--- src/rtl/uart_echo_master.sv ---
`default_nettype none
// ============================================================================
// Module   : uart_echo_master
// Purpose  : Hardwired port-bus initiator standing in for the soft processor
//            in front of the UART core. On each UART interrupt it acknowledges,
//            reads status, reads an RX byte when one is ready, buffers it in a
//            small FIFO, optionally mirrors activity to the LED port, and echoes
//            at most one buffered byte per service pass.
// Ports    : clk, rst            - clock, asynchronous active-high reset
//            interrupt           - level from the UART interrupt flop
//            in_port[15:0]       - read data (status or RX byte)
//            port_id[15:0]       - access address (IDLE_PORT when idle)
//            out_port[15:0]      - write data
//            read_strobe         - one-cycle read qualifier
//            write_strobe        - one-cycle write qualifier
//            interrupt_ack       - one-cycle acknowledge pulse
//            err_cnt[7:0]        - saturating count of RX bytes with PERR/FERR/OVF
//            drop_cnt[7:0]       - saturating count of RX bytes dropped on full
// Config   : define UART_ECHO_LED_EN to include the LED write state (WR_LED).
// Revision : 1.0 - initial release
// ============================================================================
module uart_echo_master #(
  parameter int          DEPTH     = 4,
  parameter logic [15:0] DATA_PORT = 16'h0000,
  parameter logic [15:0] STAT_PORT = 16'h0001,
  parameter logic [15:0] IDLE_PORT = 16'h00FF
) (
  input  logic        clk,
  input  logic        rst,
  input  logic        interrupt,
  input  logic [15:0] in_port,
  output logic [15:0] port_id,
  output logic [15:0] out_port,
  output logic        read_strobe,
  output logic        write_strobe,
  output logic        interrupt_ack,
  output logic [7:0]  err_cnt,
  output logic [7:0]  drop_cnt
);

  localparam int AW = $clog2(DEPTH);

`ifdef UART_ECHO_LED_EN
  typedef enum logic [2:0] {
    S_IDLE, S_ACK, S_RD_STAT, S_RD_DATA, S_WR_TX, S_WR_LED
  } state_t;
`else
  typedef enum logic [2:0] {
    S_IDLE, S_ACK, S_RD_STAT, S_RD_DATA, S_WR_TX
  } state_t;
`endif

  state_t state, next_state;

  // Status byte captured during RD_STAT; drives the decisions later in the pass
  logic [7:0] stat;

  // Echo FIFO: one extra pointer bit distinguishes full from empty
  logic [7:0]  mem [DEPTH];
  logic [AW:0] wr_ptr, rd_ptr;
  logic        fifo_empty, fifo_full;
  logic        push, pop, drop, err_hit;
  logic [7:0]  rx_byte, err_nxt, tx_head;

  // Next values for the registered bus outputs
  logic [15:0] nx_port_id, nx_out_port;
  logic        nx_rd, nx_wr, nx_ack;

  // Bits of in_port/stat that carry no meaning for this initiator
  logic unused_bits;
  assign unused_bits = ^{in_port[15:8], stat[7:5], stat[0]};

  assign rx_byte    = in_port[7:0];
  assign fifo_empty = (wr_ptr == rd_ptr);
  assign fifo_full  = (wr_ptr[AW] != rd_ptr[AW]) && (wr_ptr[AW-1:0] == rd_ptr[AW-1:0]);

  // RD_DATA is the only state that pushes and WR_TX the only one that pops,
  // so the two never coincide.
  assign push    = (state == S_RD_DATA) && !fifo_full;
  assign drop    = (state == S_RD_DATA) &&  fifo_full;
  assign pop     = (state == S_WR_TX)   && !fifo_empty;
  assign err_hit = (state == S_RD_DATA) && (|stat[4:2]);
  assign err_nxt = (err_hit && (err_cnt != 8'hFF)) ? err_cnt + 8'd1 : err_cnt;

  // When WR_TX follows RD_DATA directly with an empty FIFO, the byte being
  // pushed this cycle is the head; bypass it because memory is not yet written.
  assign tx_head = ((state == S_RD_DATA) && fifo_empty) ? rx_byte : mem[rd_ptr[AW-1:0]];

  // --------------------------------------------------------------------------
  // Next-state and next-output logic. Outputs are decoded from next_state and
  // registered, so each strobe is high exactly while the FSM sits in its state.
  // --------------------------------------------------------------------------
  always_comb begin
    next_state  = state;
    nx_port_id  = IDLE_PORT;
    nx_out_port = 16'h0000;
    nx_rd       = 1'b0;
    nx_wr       = 1'b0;
    nx_ack      = 1'b0;

    case (state)
      S_IDLE:    if (interrupt) next_state = S_ACK;
      S_ACK:     next_state = S_RD_STAT;
      // Status is read combinationally here, so decide on in_port directly
      S_RD_STAT: begin
        if (rx_byte[0])                     next_state = S_RD_DATA;
        else if (rx_byte[1] && !fifo_empty) next_state = S_WR_TX;
        else                                next_state = S_IDLE;
      end
`ifdef UART_ECHO_LED_EN
      S_RD_DATA: next_state = S_WR_LED;
      S_WR_LED: begin
        if (stat[1] && !fifo_empty) next_state = S_WR_TX;
        else                        next_state = S_IDLE;
      end
`else
      S_RD_DATA: begin
        if (stat[1] && (!fifo_empty || push)) next_state = S_WR_TX;
        else                                  next_state = S_IDLE;
      end
`endif
      S_WR_TX:   next_state = S_IDLE;
      default:   next_state = S_IDLE;
    endcase

    case (next_state)
      S_ACK:     nx_ack = 1'b1;
      S_RD_STAT: begin
        nx_port_id = STAT_PORT;
        nx_rd      = 1'b1;
      end
      S_RD_DATA: begin
        nx_port_id = DATA_PORT;
        nx_rd      = 1'b1;
      end
`ifdef UART_ECHO_LED_EN
      // Only reached from RD_DATA, so the updated error count and the byte on
      // in_port are the values this pass produced; out_port holds last_byte.
      S_WR_LED: begin
        nx_port_id  = STAT_PORT;
        nx_wr       = 1'b1;
        nx_out_port = {err_nxt, rx_byte};
      end
`endif
      S_WR_TX: begin
        nx_port_id  = DATA_PORT;
        nx_wr       = 1'b1;
        nx_out_port = {8'h00, tx_head};
      end
      default: ;
    endcase
  end

  // State and registered bus outputs
  always_ff @(posedge clk or posedge rst) begin
    if (rst) begin
      state         <= S_IDLE;
      port_id       <= IDLE_PORT;
      out_port      <= 16'h0000;
      read_strobe   <= 1'b0;
      write_strobe  <= 1'b0;
      interrupt_ack <= 1'b0;
    end else begin
      state         <= next_state;
      port_id       <= nx_port_id;
      out_port      <= nx_out_port;
      read_strobe   <= nx_rd;
      write_strobe  <= nx_wr;
      interrupt_ack <= nx_ack;
    end
  end

  // Status capture and saturating counters
  always_ff @(posedge clk or posedge rst) begin
    if (rst) begin
      stat     <= 8'h00;
      err_cnt  <= 8'h00;
      drop_cnt <= 8'h00;
    end else begin
      if (state == S_RD_STAT) stat <= rx_byte;
      err_cnt <= err_nxt;
      if (drop && (drop_cnt != 8'hFF)) drop_cnt <= drop_cnt + 8'd1;
    end
  end

  // FIFO pointers
  always_ff @(posedge clk or posedge rst) begin
    if (rst) begin
      wr_ptr <= '0;
      rd_ptr <= '0;
    end else begin
      if (push) wr_ptr <= wr_ptr + {{AW{1'b0}}, 1'b1};
      if (pop)  rd_ptr <= rd_ptr + {{AW{1'b0}}, 1'b1};
    end
  end

  // FIFO storage; contents are qualified by the pointers, so no reset needed
  always_ff @(posedge clk) begin
    if (push) mem[wr_ptr[AW-1:0]] <= rx_byte;
  end

endmodule
`default_nettype wire

--- config.mk ---
export PLATFORM = sky130hd
export DESIGN_NAME = uart_echo_master
export DESIGN_NICKNAME = d
export VERILOG_FILES = /design/src/rtl/uart_echo_master.sv
export SDC_FILE = /design/constraint.sdc
export NUM_CORES = 1
export LEC_CHECK = 0
export BUFFER_PORTS_ARGS = -buffer_cell sky130_fd_sc_hd__buf_2
export CORE_MARGIN = 3
export CORE_UTILIZATION = 45
export CTS_BUF_LIST = sky130_fd_sc_hd__clkbuf_4
export DETAILED_ROUTE_END_ITERATION = 8
export PLACE_DENSITY_LB_ADDON = 0.25
export SYNTH_ARGS = -nofsm -noshare
export SYNTH_HDL_FRONTEND = slang
export SYNTH_SLANG_ARGS = --single-unit
export TNS_END_PERCENT = 5
--- constraint.sdc ---
create_clock -name clk -period 1.8 [get_ports clk]
set_clock_uncertainty 0.05 [all_clocks]
set_input_delay 0.36 -clock clk [delete_from_list [all_inputs] [get_ports clk]]
set_output_delay 0.36 -clock clk [all_outputs]
set_load 0.01 [all_outputs]
==> flow_metrics.py, run 1 <==
metrics = {
    "status": {
        "status": "finished, final reports clean",
    },
    "yosys": {
        "synth_ff_type": "dfrtp_1",
        "synth_cells": 234,
        "muxShareOfSynthArea": 0.0983,
        "synthAdderAreaFrac": 0.0256,
        "yosysUniqueCellTypes": 45,
        "ys_seq_elements": 74,
        "synth_async_sr_flop_share": 0.568,
        "synth_top_cell_area_share": 0.292,
        "synth_simple_gate_area_frac": 0.119,
        "yosysTopAreaCell": "dfrtp_1",
        "synth_compound_area_frac": 0.0512,
        "avgSynthCellArea_sq_um": 14.6,
        "yosys_warnings": 0,
        "synth_area_sq_um": 3420,
        "synth_common_cells": "dfrtp_1, edfxtp_1, buf_4, nand3_1, nor2_1",
        "synth_edf_count": 32,
        "synth.area.top_cells": "dfrtp_1, edfxtp_1, buf_4, mux4_2, ha_1",
        "synth.most_common_cell": "dfrtp_1",
        "synth_seq_area_share": 0.588,
        "synth_top_family_by_area": "simple AND/OR/NAND/NOR gates",
        "synth_xor_area_frac": 0.0490,
    },
    "place": {
        "gp_congestion": 0.778,
        "dp_cells": 381,
        "dp_hpwl_um": 4190,
        "port_buffers": 45,
    },
    "sta": {
        "rsz0062_at_grt": "no",
        "fmax_mhz": 585,
        "period_needed_ps": 1710,
        "timing_hold_violations_final": 0,
        "setup_tns_ps": 0,
        "drv_slew": 0,
        "period_share": 0.949,
        "final-setup-viol-count": 0,
    },
    "route": {
        "drt-initial-drc-count": 72,
        "via_count": 1996,
        "drc": 0,
        "vias_per_cell": 5.02,
        "totalWireLength_um": 6010,
        "antenna_left": 0,
        "wl_per_cell_um": 15.1,
        "drt_first_pass_iters": 4,
    },
    "floorplan": {
        "initial_core_util": 0.467,
        "dieWidth_um": 93.2,
        "core_area_sq_um": 7330,
        "die_h_um": 93.2,
        "rows": 31,
        "die_area_sq_um": 8690,
        "io_pins": 70,
    },
    "critical_path": {
        "crit_slowest_cell": "dfrtp_1",
        "cp.buffers_inverters": 1,
        "critical_path.top_delay_family": "flip-flops",
        "worstPathMaxFanout": 8,
        "cp_data_required_time_ps": 1880,
        "critPathMaxStageDelay_ps": 480,
        "crit_path_cell_trace": "xnor2_4, a31oi_4, and2_1, buf_12",
        "cp.arrival_ps": 1790,
        "path_class": "flop to flop",
        "start_kind": "flop",
        "crit_path_end_kind": "flop",
    },
    "global_route": {
        "grt_max_degree": 43,
        "overflow": 0,
        "grtUsageTotal": 0.151,
        "antenna_found_initial": 0,
        "grt_pass1_wl_um": 9880,
        "grt_pass1_vias": 1986,
    },
    "job": {
        "max-cap-violations": 0,
    },
    "power_and_ir_drop": {
        "p_per_area_nw_per_um2": 1350,
        "p_sw_frac": 0.345,
        "power.share.clock": 0.188,
        "power.switching_mw": 1.85,
        "power.total_mw": 5.35,
        "intPower_mw": 3.50,
        "power_frac_seq": 0.453,
        "p_comb_frac": 0.359,
        "p_leak_nw": 1.74,
        "ir_worst_vdd_v": 0.000445,
    },
    "worst_hold_path": {
        "hold_path_class": "input pin to flop",
    },
    "clocking": {
        "cts_buffer_depth": 2,
        "cts_root_buffer": "clkbuf_4",
        "clock-sinks": 74,
        "cts-buffers-inserted": 9,
        "htree_levels": 3,
        "tritoncts": "built",
        "clock_latency_ps": 410,
        "post_cts.repair.setup_buffers": 0,
        "cts.clk_slew.worst_paths_ps": 120,
    },
    "final_layout": {
        "antennaDiodeCount": 0,
        "post-route-util": 0.539,
        "final_cells": 398,
        "layout-drive-gt1-share": 0.368,
        "syn_to_final_growth_pct": 15.4,
        "layout.nets": 320,
    },
}
## final timing paths
path | start | end | slack, ps | cells after the start
min in group asynchronous | rst | out_port[2] | 470 | 4
max in group asynchronous | rst | port_id[0] | 980 | 4
min reg2reg | stat[3] | stat[3] | 470 | 1
min | in_port[6] | mem[2][6] | 130 | 1
max reg2reg | wr_ptr[0] | mem[3][2] | 90 | 4
max | wr_ptr[0] | mem[3][2] | 90 | 4
## kinds of logic (layout without fill, tap and decap cells)
logic type / count (synthesis) / in the layout
XOR/XNOR: 14 / 14
other: 1 / 16
flip-flops: 74 / 74
buffers and inverters: 34 / 84
multiplexers: 22 / 22
adder cells (fa/ha/maj): 7 / 7
AO/OA/AOI/OAI: 22 / 22
AND/OR/NAND/NOR: 60 / 60
## power by group through the flow
| stage | sequential [mW] | combinational [mW] | clock, mW |
|---|---|---|---|
| after global routing | 2.47 | 2.10 | 1.12 |
| after CTS | 2.42 | 1.94 | 1.05 |
| after detailed placement | 2.46 | 1.93 | 0 |
| after floorplan | 2.42 | 1.48 | 0 |
| final | 2.42 | 1.92 | 1.01 |
| after global placement | 2.44 | 1.88 | 0 |
## placed cells by master, fill, tap and decap left out, drive strengths merged, types with 4 or more instances in the layout
master	Yosys	layout
buf	28	61
nor3	10	10
nor2	9	9
nand2b	4	4
xor2	6	6
edfxtp	32	32
nand3	10	10
clkbuf	0	11
dfrtp	40	40
clkinv	0	4
a32o	7	7
a21oi	4	4
mux4	8	8
inv	6	5
mux2	10	10
nand4	4	4
nand2	7	7
mux2i	4	4
conb	1	16
xnor2	8	8
ha	7	7
o21ai	4	4
and2	4	4
## worst reg2reg max path, delay by kind of cell, from the launching register on
kind / cells / cell delay, ps
buffers and inverters: 1 / 150
and+or+nand+nor: 1 / 250
xor gates and xnor gates: 1 / 220
AOI/OAI and AO/OA: 1 / 290
DFF: 1 / 480
## sequential cells by signal (all words and copies together) (netlist names)
signal / flops
out_port: 8
interrupt_ack: 1
wr_ptr: 3
err_cnt: 8
stat: 4
write_strobe: 1
state: 3
drop_cnt: 8
port_id: 2
mem: 32
read_strobe: 1
rd_ptr: 3
## routing by layer
metal	up-vias	part of all wire	GRT usage
li1	938	-	-
met2	53	0.51	0.251
met3	6	0.050	0.0378
met1	999	0.43	0.184
met5	-	0	0
met4	0	0.011	0.0696
## cell type report
cell class	instances	area (sq um)
Sequential cell	74	2020
Inverter	6	22.5
Clock buffer	11	82.6
Timing Repair Buffer	62	405
Tap cell	99	124
Fill cell	638	3380
Clock inverter	5	55.1
Multi-Input combinational cell	141	1240
## through the flow
step                      hold WS (ps)  worst slack [ps]  area, sq um
after floorplan                    409               133         3480
after global placement             360              42.4         3790
after detailed placement           368             -22.6         3790
after CTS                          107              58.3         3940
after global routing               103              5.50         3950
final                              133              91.4         3950
## repair_timing
action / CTS / global route
hold endpoints to repair: 40 / 0
pin swaps: 0 / 0
resized for setup: 1 / 3
setup endpoints to repair: 5 / 9
hold buffers: 1 / 0
No activity file was read; power rests on OpenSTA's default activity.
==> inputs of run 2 (changes only) <==
==> constraint.sdc (replaced) <==
create_clock -name clk -period 1.8 [get_ports clk]
set_clock_uncertainty 0.05 [all_clocks]
set_input_delay 0.09 -clock clk [delete_from_list [all_inputs] [get_ports clk]]
set_output_delay 0.09 -clock clk [all_outputs]
set_load 0.01 [all_outputs]
==> run 2 against run 1 <==
  * Combinational power hardly changed
  * Clock-buffer cell count did not move
  * Utilization grew 0.70 points
  * Final area is 1.3% higher
  * First-iteration DRC count shrank 8.3%
  * Global-route usage is 0.21 points lower
  * Wire length is 2.1% lower
  * Hold slack improved by 150 ps
  * Maximum frequency is 0.30% lower
  * Final cell count is 2.3% higher
==> flow_metrics.py, run 2 (synthesized netlist as in run 1, its figures left out) <==
metrics = {
    "clocking": {
        "cts_root_buffer": "clkbuf_4",
        "htree_levels": 3,
        "clock-sinks": 74,
        "cts-buffers-inserted": 9,
        "cts_buffer_depth": 2,
        "post_cts.repair.setup_buffers": 0,
        "tritoncts": "built",
        "clock_latency_ps": 410,
        "cts.clk_slew.worst_paths_ps": 120,
    },
    "worst_hold_path": {
        "hold_path_class": "input pin to async pin",
    },
    "global_route": {
        "grt_pass1_vias": 1985,
        "overflow": 0,
        "grt_pass1_wl_um": 9720,
        "grtUsageTotal": 0.149,
        "antenna_found_initial": 0,
        "grt_max_degree": 43,
    },
    "sta": {
        "rsz0062_at_grt": "yes",
        "fmax_mhz": 584,
        "period_share": 0.952,
        "worst_pin_slew_ps": 657,
        "fin_hold_ws_ps": 282,
        "final-setup-viol-count": 0,
        "period_needed_ps": 1710,
        "slew_headroom": 0.562,
        "drv_slew": 0,
        "setup_tns_ps": 0,
        "timing_hold_violations_final": 0,
    },
    "critical_path": {
        "cp.buffers_inverters": 0,
        "critical_path.top_delay_family": "compound AO/OA/AOI/OAI gates",
        "path_class": "flop to flop",
        "critPathMaxStageDelay_ps": 560,
        "cp.arrival_ps": 2010,
        "crit_path_end_kind": "flop",
        "start_kind": "flop",
        "worstPathMaxFanout": 8,
        "crit_slowest_cell": "a21oi_1",
        "crit_path_cell_trace": "nand2b_1, a21oi_1, a32o_1",
        "cp_data_required_time_ps": 2090,
    },
    "place": {
        "port_buffers": 45,
        "dp_hpwl_um": 4170,
        "dp_cells": 381,
        "gp_congestion": 0.756,
    },
    "route": {
        "via_count": 1996,
        "wl_per_cell_um": 14.5,
        "drt-initial-drc-count": 66,
        "drc": 0,
        "totalWireLength_um": 5890,
        "drt_first_pass_iters": 4,
        "vias_per_cell": 4.90,
        "antenna_left": 0,
    },
    "final_layout": {
        "antennaDiodeCount": 0,
        "layout.nets": 329,
        "largest_register_ffs": 32,
        "final_cell_mix": "buf_2, dfrtp_1, edfxtp_1, conb_1, buf_4",
        "post-route-util": 0.546,
        "final_common_cell": "buf_2",
        "final_cells": 407,
        "syn_to_final_growth_pct": 16.9,
        "layout-drive-gt1-share": 0.347,
    },
    "power_and_ir_drop": {
        "p_per_area_nw_per_um2": 1300,
        "ir_worst_vdd_v": 0.000477,
        "p_leak_nw": 1.76,
    },
    "status": {
        "status": "finished, final reports clean",
    },
    "job": {
        "max-cap-violations": 0,
    },
    "floorplan": {
        "die_h_um": 93.2,
        "rows": 31,
        "dieWidth_um": 93.2,
        "core_area_sq_um": 7330,
        "io_pins": 70,
        "initial_core_util": 0.467,
        "die_area_sq_um": 8690,
    },
}
-- run 2: timing repair --
item                       4_1_cts  5_1_grt
gates resized for setup          0        2
hold endpoints to repair        88        0
setup endpoints to repair        0        2
hold buffers                    10        0
-- run 2: final timing paths --
| kind | end | cells past startpoint | slack (ps) | from |
|---|---|---|---|---|
| worst max-delay path | out_port[2] | 3 | 90 | state[2] |
| worst min register to register | stat[3] | 1 | 470 | stat[3] |
| max in group asynchronous | port_id[6] | 4 | 1030 | rst |
| min in group clk | mem[3][6] | 2 | 390 | in_port[6] |
| worst min-delay path | err_cnt[6] | 4 | 280 | rst |
| worst max register to register | out_port[2] | 3 | 90 | state[2] |
-- run 2: worst register-to-register path, delay by kind of cell (launching register included) --
| family | cells | cell delay [ps] |
|---|---|---|
| AOI/OAI and AO/OA | 2 | 880 |
| and+or+nand+nor | 1 | 260 |
| DFF | 1 | 480 |
-- run 2: layout make-up --
cell class                      count  area, sq um
Tap cell                           99          124
Clock buffer                       11         82.6
Timing Repair Buffer               71          483
Multi-Input combinational cell    141         1240
Clock inverter                      5         31.3
Inverter                            6         22.5
Fill cell                         629         3330
Sequential cell                    74         2010
-- run 2: per-layer routing --
metal / global-route usage / share of wire / up-vias / wire length, um
met5: 0 / 0 / - / 0
met4: 0.0549 / 0.016 / 0 / 95
met3: 0.0386 / 0.043 / 6 / 252
met2: 0.248 / 0.51 / 50 / 2980
met1: 0.186 / 0.43 / 985 / 2560
li1: - / - / 955 / -
-- run 2: report_power, final --
group	switching, mW	total, mW	internal, mW
Combinational	0.974	1.92	0.949
Clock	0.550	0.859	0.309
Sequential	0.305	2.42	2.11
Total	1.83	5.20	3.37
-- run 2: per-stage QoR --
step / power (mW) / worst slack, ps / area (sq um)
after global placement: 4.32 / 56.6 / 3780
after global routing: 5.54 / -5.57 / 4000
final: 5.20 / 86.2 / 4000
after CTS: 5.27 / 62.9 / 3990
after detailed placement: 4.38 / 86.2 / 3780
after floorplan: 3.90 / 133 / 3480
